[config.mk]
export PLATFORM = sky130hd
export DESIGN_NAME = wb_cmd_master
export DESIGN_NICKNAME = d
export VERILOG_FILES = /design/src/rtl/wb_cmd_pkg.sv /design/src/rtl/wb_timeout_cnt.sv /design/src/rtl/wb_cmd_master.sv
export SDC_FILE = /design/constraint.sdc
export NUM_CORES = 1
export LEC_CHECK = 0
export CORE_MARGIN = 5
export CORE_UTILIZATION = 34
export DETAILED_ROUTE_END_ITERATION = 6
export PLACE_DENSITY_LB_ADDON = 0.15
export SYNTH_ARGS = -nofsm -noshare
export SYNTH_HDL_FRONTEND = slang
export SYNTH_HIERARCHICAL = 1
export SYNTH_SLANG_ARGS = --single-unit
[constraint.sdc]
create_clock -name clk_i -period 1.9 [get_ports clk_i]
set_input_delay 0.38 -clock clk_i [delete_from_list [all_inputs] [get_ports clk_i]]
set_output_delay 0.38 -clock clk_i [all_outputs]
set_load 0.01 [all_outputs]
[src/rtl/wb_cmd_pkg.sv]
// Shared constants for the Wishbone command master: response status codes,
// FSM state encoding and the width helper for the timeout counter.
package wb_cmd_pkg;

    localparam logic [1:0] ST_OK      = 2'b00;
    localparam logic [1:0] ST_ERR     = 2'b01;
    localparam logic [1:0] ST_TIMEOUT = 2'b10;

    localparam logic [1:0] S_IDLE = 2'd0;
    localparam logic [1:0] S_BUS  = 2'd1;
    localparam logic [1:0] S_RESP = 2'd2;

    // Never returns zero so a one-cycle timeout still gets a 1-bit counter.
    function automatic int clog2(input int value);
        int result;
        int remaining;
        result    = 0;
        remaining = value - 1;
        while (remaining > 0) begin
            result++;
            remaining = remaining >> 1;
        end
        return (result < 1) ? 1 : result;
    endfunction

endpackage

[src/rtl/wb_timeout_cnt.sv]
// Saturating wait-state counter: cleared to zero, counts up while enabled,
// and flags the cycle on which it sits at its terminal value LIMIT-1.
module wb_timeout_cnt #(
    parameter int LIMIT = 255,
    parameter int W     = 8
) (
    input  logic clk,
    input  logic rst,
    input  logic clear,
    input  logic enable,
    output logic terminal
);

    localparam logic [W-1:0] LAST = W'(LIMIT - 1);

    logic [W-1:0] count;

    always_ff @(posedge clk) begin
        if (rst || clear) begin
            count <= '0;
        end else if (enable && (count != LAST)) begin
            count <= count + 1'b1;
        end
    end

    assign terminal = (count == LAST);

endmodule

[src/rtl/wb_cmd_master.sv]
// Wishbone classic initiator: one host command in, one bus cycle out, one
// response back, with a bounded timeout for addresses nobody acknowledges.
module wb_cmd_master
    import wb_cmd_pkg::*;
#(
    parameter int ADDR_WIDTH     = 16,
    parameter int DATA_WIDTH     = 32,
    parameter int TIMEOUT_CYCLES = 255
) (
    input  logic                    clk_i,
    input  logic                    rst_i,
    input  logic                    cmd_valid_i,
    output logic                    cmd_ready_o,
    input  logic                    cmd_we_i,
    input  logic [ADDR_WIDTH-1:0]   cmd_addr_i,
    input  logic [DATA_WIDTH-1:0]   cmd_data_i,
    input  logic [DATA_WIDTH/8-1:0] cmd_sel_i,
    output logic                    rsp_valid_o,
    input  logic                    rsp_ready_i,
    output logic [DATA_WIDTH-1:0]   rsp_data_o,
    output logic [1:0]              rsp_status_o,
    output logic                    busy_o,
    output logic                    wb_cyc_o,
    output logic                    wb_stb_o,
    output logic                    wb_we_o,
    output logic [ADDR_WIDTH-1:0]   wb_adr_o,
    output logic [DATA_WIDTH-1:0]   wb_dat_o,
    output logic [DATA_WIDTH/8-1:0] wb_sel_o,
    input  logic [DATA_WIDTH-1:0]   wb_dat_i,
    input  logic                    wb_ack_i,
    input  logic                    wb_err_i
);

    localparam int CW = clog2(TIMEOUT_CYCLES + 1);

    logic [1:0] state;
    logic       timed_out;

    // Counter is held clear in IDLE so every bus cycle starts from zero.
    wb_timeout_cnt #(
        .LIMIT (TIMEOUT_CYCLES),
        .W     (CW)
    ) u_timeout (
        .clk      (clk_i),
        .rst      (rst_i),
        .clear    (state == S_IDLE),
        .enable   (state == S_BUS),
        .terminal (timed_out)
    );

    always_ff @(posedge clk_i) begin
        if (rst_i) begin
            state        <= S_IDLE;
            cmd_ready_o  <= 1'b1;
            rsp_valid_o  <= 1'b0;
            rsp_data_o   <= '0;
            rsp_status_o <= ST_OK;
            busy_o       <= 1'b0;
            wb_cyc_o     <= 1'b0;
            wb_stb_o     <= 1'b0;
            wb_we_o      <= 1'b0;
            wb_adr_o     <= '0;
            wb_dat_o     <= '0;
            wb_sel_o     <= '0;
        end else begin
            case (state)
                S_IDLE: begin
                    if (cmd_valid_i && cmd_ready_o) begin
                        wb_we_o     <= cmd_we_i;
                        wb_adr_o    <= cmd_addr_i;
                        wb_dat_o    <= cmd_data_i;
                        wb_sel_o    <= cmd_sel_i;
                        wb_cyc_o    <= 1'b1;
                        wb_stb_o    <= 1'b1;
                        cmd_ready_o <= 1'b0;
                        busy_o      <= 1'b1;
                        state       <= S_BUS;
                    end
                end

                // Priority: err beats ack, and ack beats the timeout limit.
                S_BUS: begin
                    if (wb_err_i || wb_ack_i || timed_out) begin
                        wb_cyc_o    <= 1'b0;
                        wb_stb_o    <= 1'b0;
                        rsp_valid_o <= 1'b1;
                        state       <= S_RESP;
                        if (wb_err_i) begin
                            rsp_status_o <= ST_ERR;
                            rsp_data_o   <= '0;
                        end else if (wb_ack_i) begin
                            rsp_status_o <= ST_OK;
                            rsp_data_o   <= wb_we_o ? '0 : wb_dat_i;
                        end else begin
                            rsp_status_o <= ST_TIMEOUT;
                            rsp_data_o   <= '0;
                        end
                    end
                end

                S_RESP: begin
                    if (rsp_ready_i) begin
                        rsp_valid_o <= 1'b0;
                        cmd_ready_o <= 1'b1;
                        busy_o      <= 1'b0;
                        state       <= S_IDLE;
                    end
                end

                default: begin
                    state       <= S_IDLE;
                    cmd_ready_o <= 1'b1;
                    rsp_valid_o <= 1'b0;
                    busy_o      <= 1'b0;
                    wb_cyc_o    <= 1'b0;
                    wb_stb_o    <= 1'b0;
                end
            endcase
        end
    end

endmodule

Word level (Yosys, flattened, before mapping):

Index checks and enable logic that the tools add are counted.

* register bits after elaboration: 101

* add/sub/neg operators: 1
* equal/unequal tests: 7
* mux-type cells: 19
* bitwise logic cells: 3
* reductions and logical operators: 12

Operator list (number)
* two-way mux 32 bit: 3
* case mux 1 bit (3 select lines): 4
* AND reduction 3 bit: 4
* two-way mux 2 bit: 5
* adder 8 x 1 -> 8 bit (second input constant): 1
* == test 8 bit (second input constant): 1
* inequality test 8 bit (second input constant): 1
* two-way mux 1 bit: 6
* inequality test 2 bit (second input constant): 3
* case mux 2 bit (3 select lines): 1
* AND reduction 2 bit: 2
* logical OR 1 bit: 3
* inverter 1 bit: 3
* == test 2 x 1 -> 1 bit (second input constant): 1
* == test 2 bit (second input constant): 1
* logical AND 1 bit: 2
* logical NOT 2 bit: 1

Logic depth before layout (Yosys ltp):

* word-level depth: 4
* depth in mapped cells: 10
* depth with buffers taken out: 8

By module:

Netlist, hierarchy kept.

Modules (own cells, without submodules)
* wb_cmd_master: times used 1, cells each 416, area each 3380.7 µm², seq. area each 1861.8 µm²
* wb_timeout_cnt: times used 1, cells each 45, area each 406.6 µm², seq. area each 160.2 µm²

Least setup slack after synthesis:

No wires, ideal clock.

* kind: register to register
* start point: register u_timeout.count[0]
* end point: register rsp_data_o[10]
* arrival time: 1.762 ns
* setup slack: 0.069 ns
* cell stages (with the launch flop): 11
* buffers on the path: 2
* path through: dfxtp_1 inv_1 ha_1 nand3_1 or2_4 inv_2 or3_1 buf_2 and2_4 buf_6 o21ai_1

* cells in the longest elaborated chain, start to end: 3

RTL lines
* start: declaration: RTL line wb_timeout_cnt.sv:16 `logic [W-1:0] count;`
* start signal: assignment: RTL line wb_timeout_cnt.sv:22 `count <= count + 1'b1;`
* == test 8 bit: RTL line wb_timeout_cnt.sv:26 `assign terminal = (count == LAST);`
* via timed_out: RTL line wb_cmd_master.sv:37 `logic timed_out;`
* logical OR 1 bit: RTL line wb_cmd_master.sv:83 `if (wb_err_i || wb_ack_i || timed_out) begin`
* AND reduction 2 bit (no source line)
* end signal: assignment: RTL line wb_cmd_master.sv:93 `rsp_data_o <= wb_we_o ? '0 : wb_dat_i;`
* end: declaration: RTL line wb_cmd_master.sv:20 `output logic [DATA_WIDTH-1:0] rsp_data_o,`

The timed path passes the listed nets, and every way through them passes these cells.
A chain may end at the register's enable or synchronous reset.

Final worst setup path:

* start point: register u_timeout.count[0]
* end point: register rsp_data_o[4]

The elaborated chain is that of the path after synthesis.

==> flow_summary.toml <==
[layout]
final_nets = 729
final_area_um2 = 6020
syn2layout_area_growth_pct = 58.8
diodes = 0
drive_gt1_share_pct = 7.66

[setup_path]
crit_required_ns = 2.14
crit_path_max_fanout = 10
end_kind = "flop"
critPathKind = "flop to flop"
startpoint_type = "flop"
arrival_ns = 2.03

[global_route]
grt_overflow = 0
grt_max_degree = 54
grt_pass1_vias = 3774
grt_use_total_pct = 17.1
antenna_found_initial = 0
grt_pass1_wl_um = 18200

[detailed_routing]
via_count = 3814
viasPerCell = 4.89
drc = 0
drtIter0Drc = 206
drt_pass1_iterations = 4
drt-total-wl_um = 11700
ant_nets = 0
post_drt_wl_per_cell_um = 15.1

[timing]
fin_ws_ns = 0.111
finClkSkew_ns = 0.00672
clock.fmax_mhz = 559
min_period_ns = 1.79
final-hold-violation-count = 0
slew_headroom_pct = 70.7
timing.final.crit_share_pct = 94.1
slew_violations = 0
setup_viol_count_final = 0
rsz0062_at_grt = "false"
tightest_slew_ns = 0.439
finalSetupTns_ns = 0

[logic_synthesis]
ys_top_cells_by_count = "nand2_1, dfxtp_1, a21oi_1, nand4_1, o21ai_1"
synthCells = 461
synth-main-ff-cell = "dfxtp_1"
ys_seq_area_share_pct = 53.4
syn_area_um2 = 3790
synth_area_leaders = "dfxtp_1, nand2_1, a21oi_1"
ys_ff_latch = 101
postSynthAreaPerCell_um2 = 8.22
syn-num-nets = 554
synth_warnings = 6
synth.most_common_cell = "nand2_1"
netlist.area_leader.share_pct = 53.4
synth_edf_count = 0
synth.distinct_cells = 45
async_reset_ff_share_pct = 0
synth_largest_area_cell = "dfxtp_1"

[placement]
gp_congestion = 0.785
post_dp_cell_area_um2 = 5820
dp_slack_ns = -0.0595
hpwl_um = 8410
io_buffers = 182

[floorplan]
core-area_um2 = 10900
die-area_um2 = 13400
die_h_um = 116
pin_count = 183
start_util_pct = 34.8
rows = 38
fp.dieW_um = 116

[clock_network]
cts_htree_levels = 3
cts.clk_slew.worst_paths_ns = 0.09
cts_buffers = 9
cts_tree = "done"
root_buffer = "clkbuf_8"
clk_latency_ns = 0.35
clock-sinks = 101
cts.hold.buffers_added = 0
clockBufferDepth = 2

[power_and_ir_drop]
ir_worst_vdd_uv = 656
power_density_nw_per_um2 = 732
power.leakage_nw = 2.16

[hold_path]
hold_path.class = "primary input to flop"

[run]
maxCapViolCount = 0

[outcome]
outcome = "finished clean"
-- metrics by stage --
step	util, %	power [mW]	hold slack [ns]	cells
after global routing	55.3	4.63	0.350	780
after detailed placement	53.4	3.15	0.442	764
final	55.3	4.40	0.349	780
after CTS	55.2	4.47	0.322	780
after global placement	53.4	3.14	0.435	764
after floorplan	-	2.65	0.469	461
-- flip-flops by register name, summed over array words and instances, names as in the netlist --
| signal | flops |
|---|---|
| wb_sel_o | 4 |
| cmd_ready_o | 1 |
| rsp_valid_o | 1 |
| wb_dat_o | 32 |
| wb_stb_o | 1 |
| wb_adr_o | 16 |
| busy_o | 1 |
| rsp_status_o | 2 |
| u_timeout/count | 8 |
| wb_we_o | 1 |
| state | 2 |
| rsp_data_o | 32 |
-- cell usage in the layout, fill, tap and decap left out, drive strengths merged, types with 2 or more instances in the layout --
cell type,instances
clkbuf,10
nor3,2
or3,2
and2,3
dfxtp,101
clkdlybuf4s50,181
or2,2
nand4,35
xor2,2
o21ai,36
nor2b,2
ha,2
nor2,10
buf,20
a21oi,60
inv,3
clkinv,4
nand2,143
-- cell type report --
type | count | area, µm²
Fill cell | 1059 | 4870
Sequential cell | 101 | 2020
Timing Repair Buffer | 201 | 2010
Multi-Input combinational cell | 319 | 1610
Tap cell | 140 | 175
Clock buffer | 10 | 128
Clock inverter | 5 | 52.6
Inverter | 4 | 15.0
-- worst paths after layout --
path                                   startpoint                    endpoint  slack, ns  cells after the start
setup / recovery  u_timeout/count[0]$_SDFFE_PP0P_  rsp_data_o[4]$_SDFFE_PP0P_       0.11                      9
hold / removal                              rst_i       state[0]$_SDFFE_PP0P_       0.35                      2
setup reg to reg  u_timeout/count[0]$_SDFFE_PP0P_  rsp_data_o[4]$_SDFFE_PP0P_       0.11                      9
hold reg to reg        rsp_data_o[5]$_SDFFE_PP0P_  rsp_data_o[5]$_SDFFE_PP0P_       0.45                      2
-- routing by layer --
layer	global-route usage, %	up-vias	share of wire (%)
li1	-	1905	-
met1	19.5	1733	40
met2	27.6	162	46
met3	9.30	14	13
met4	5.56	0	1.8
met5	0	-	0
-- logic make-up (layout without fill, tap and decap cells) --
kind of cell / after synthesis / after routing / share of synthesized area (%)
and+or+nand+nor: 205 / 206 / 24.5
xor gates and xnor gates: 3 / 3 / 0.694
adders and majority gates: 2 / 2 / 0.661
buffers and inverters: 42 / 220 / 5.35
AOI/OAI and AO/OA: 107 / 107 / 15.1
muxes: 1 / 1 / 0.297
DFF: 101 / 101 / 53.4
-- report_power, final --
| part | total [mW] | switching (mW) | internal, mW | leakage [nW] |
|---|---|---|---|---|
| clock network | 1.30 | 0.704 | 0.596 | 0.0919 |
| logic | 0.827 | 0.372 | 0.455 | 1.25 |
| registers | 2.28 | 0.0592 | 2.22 | 0.823 |
-- worst max-delay path: stages, from the launching register on --
cell     delay, ns
dfxtp_2       0.36
inv_1         0.07
ha_1          0.22
nand3_1       0.10
or2_4         0.15
inv_2         0.04
or3_4         0.38
buf_4         0.19
nand4_1       0.09
o21ai_0       0.08
-- what timing repair did --
action / CTS / global route
pin swaps: 1 / 0
gates cloned: 1 / 0
endpoints found under the setup margin: 32 / 7
buffers inserted: 0 / 0
resized for setup: 2 / 2
No activity file was read; power rests on OpenSTA's default activity.
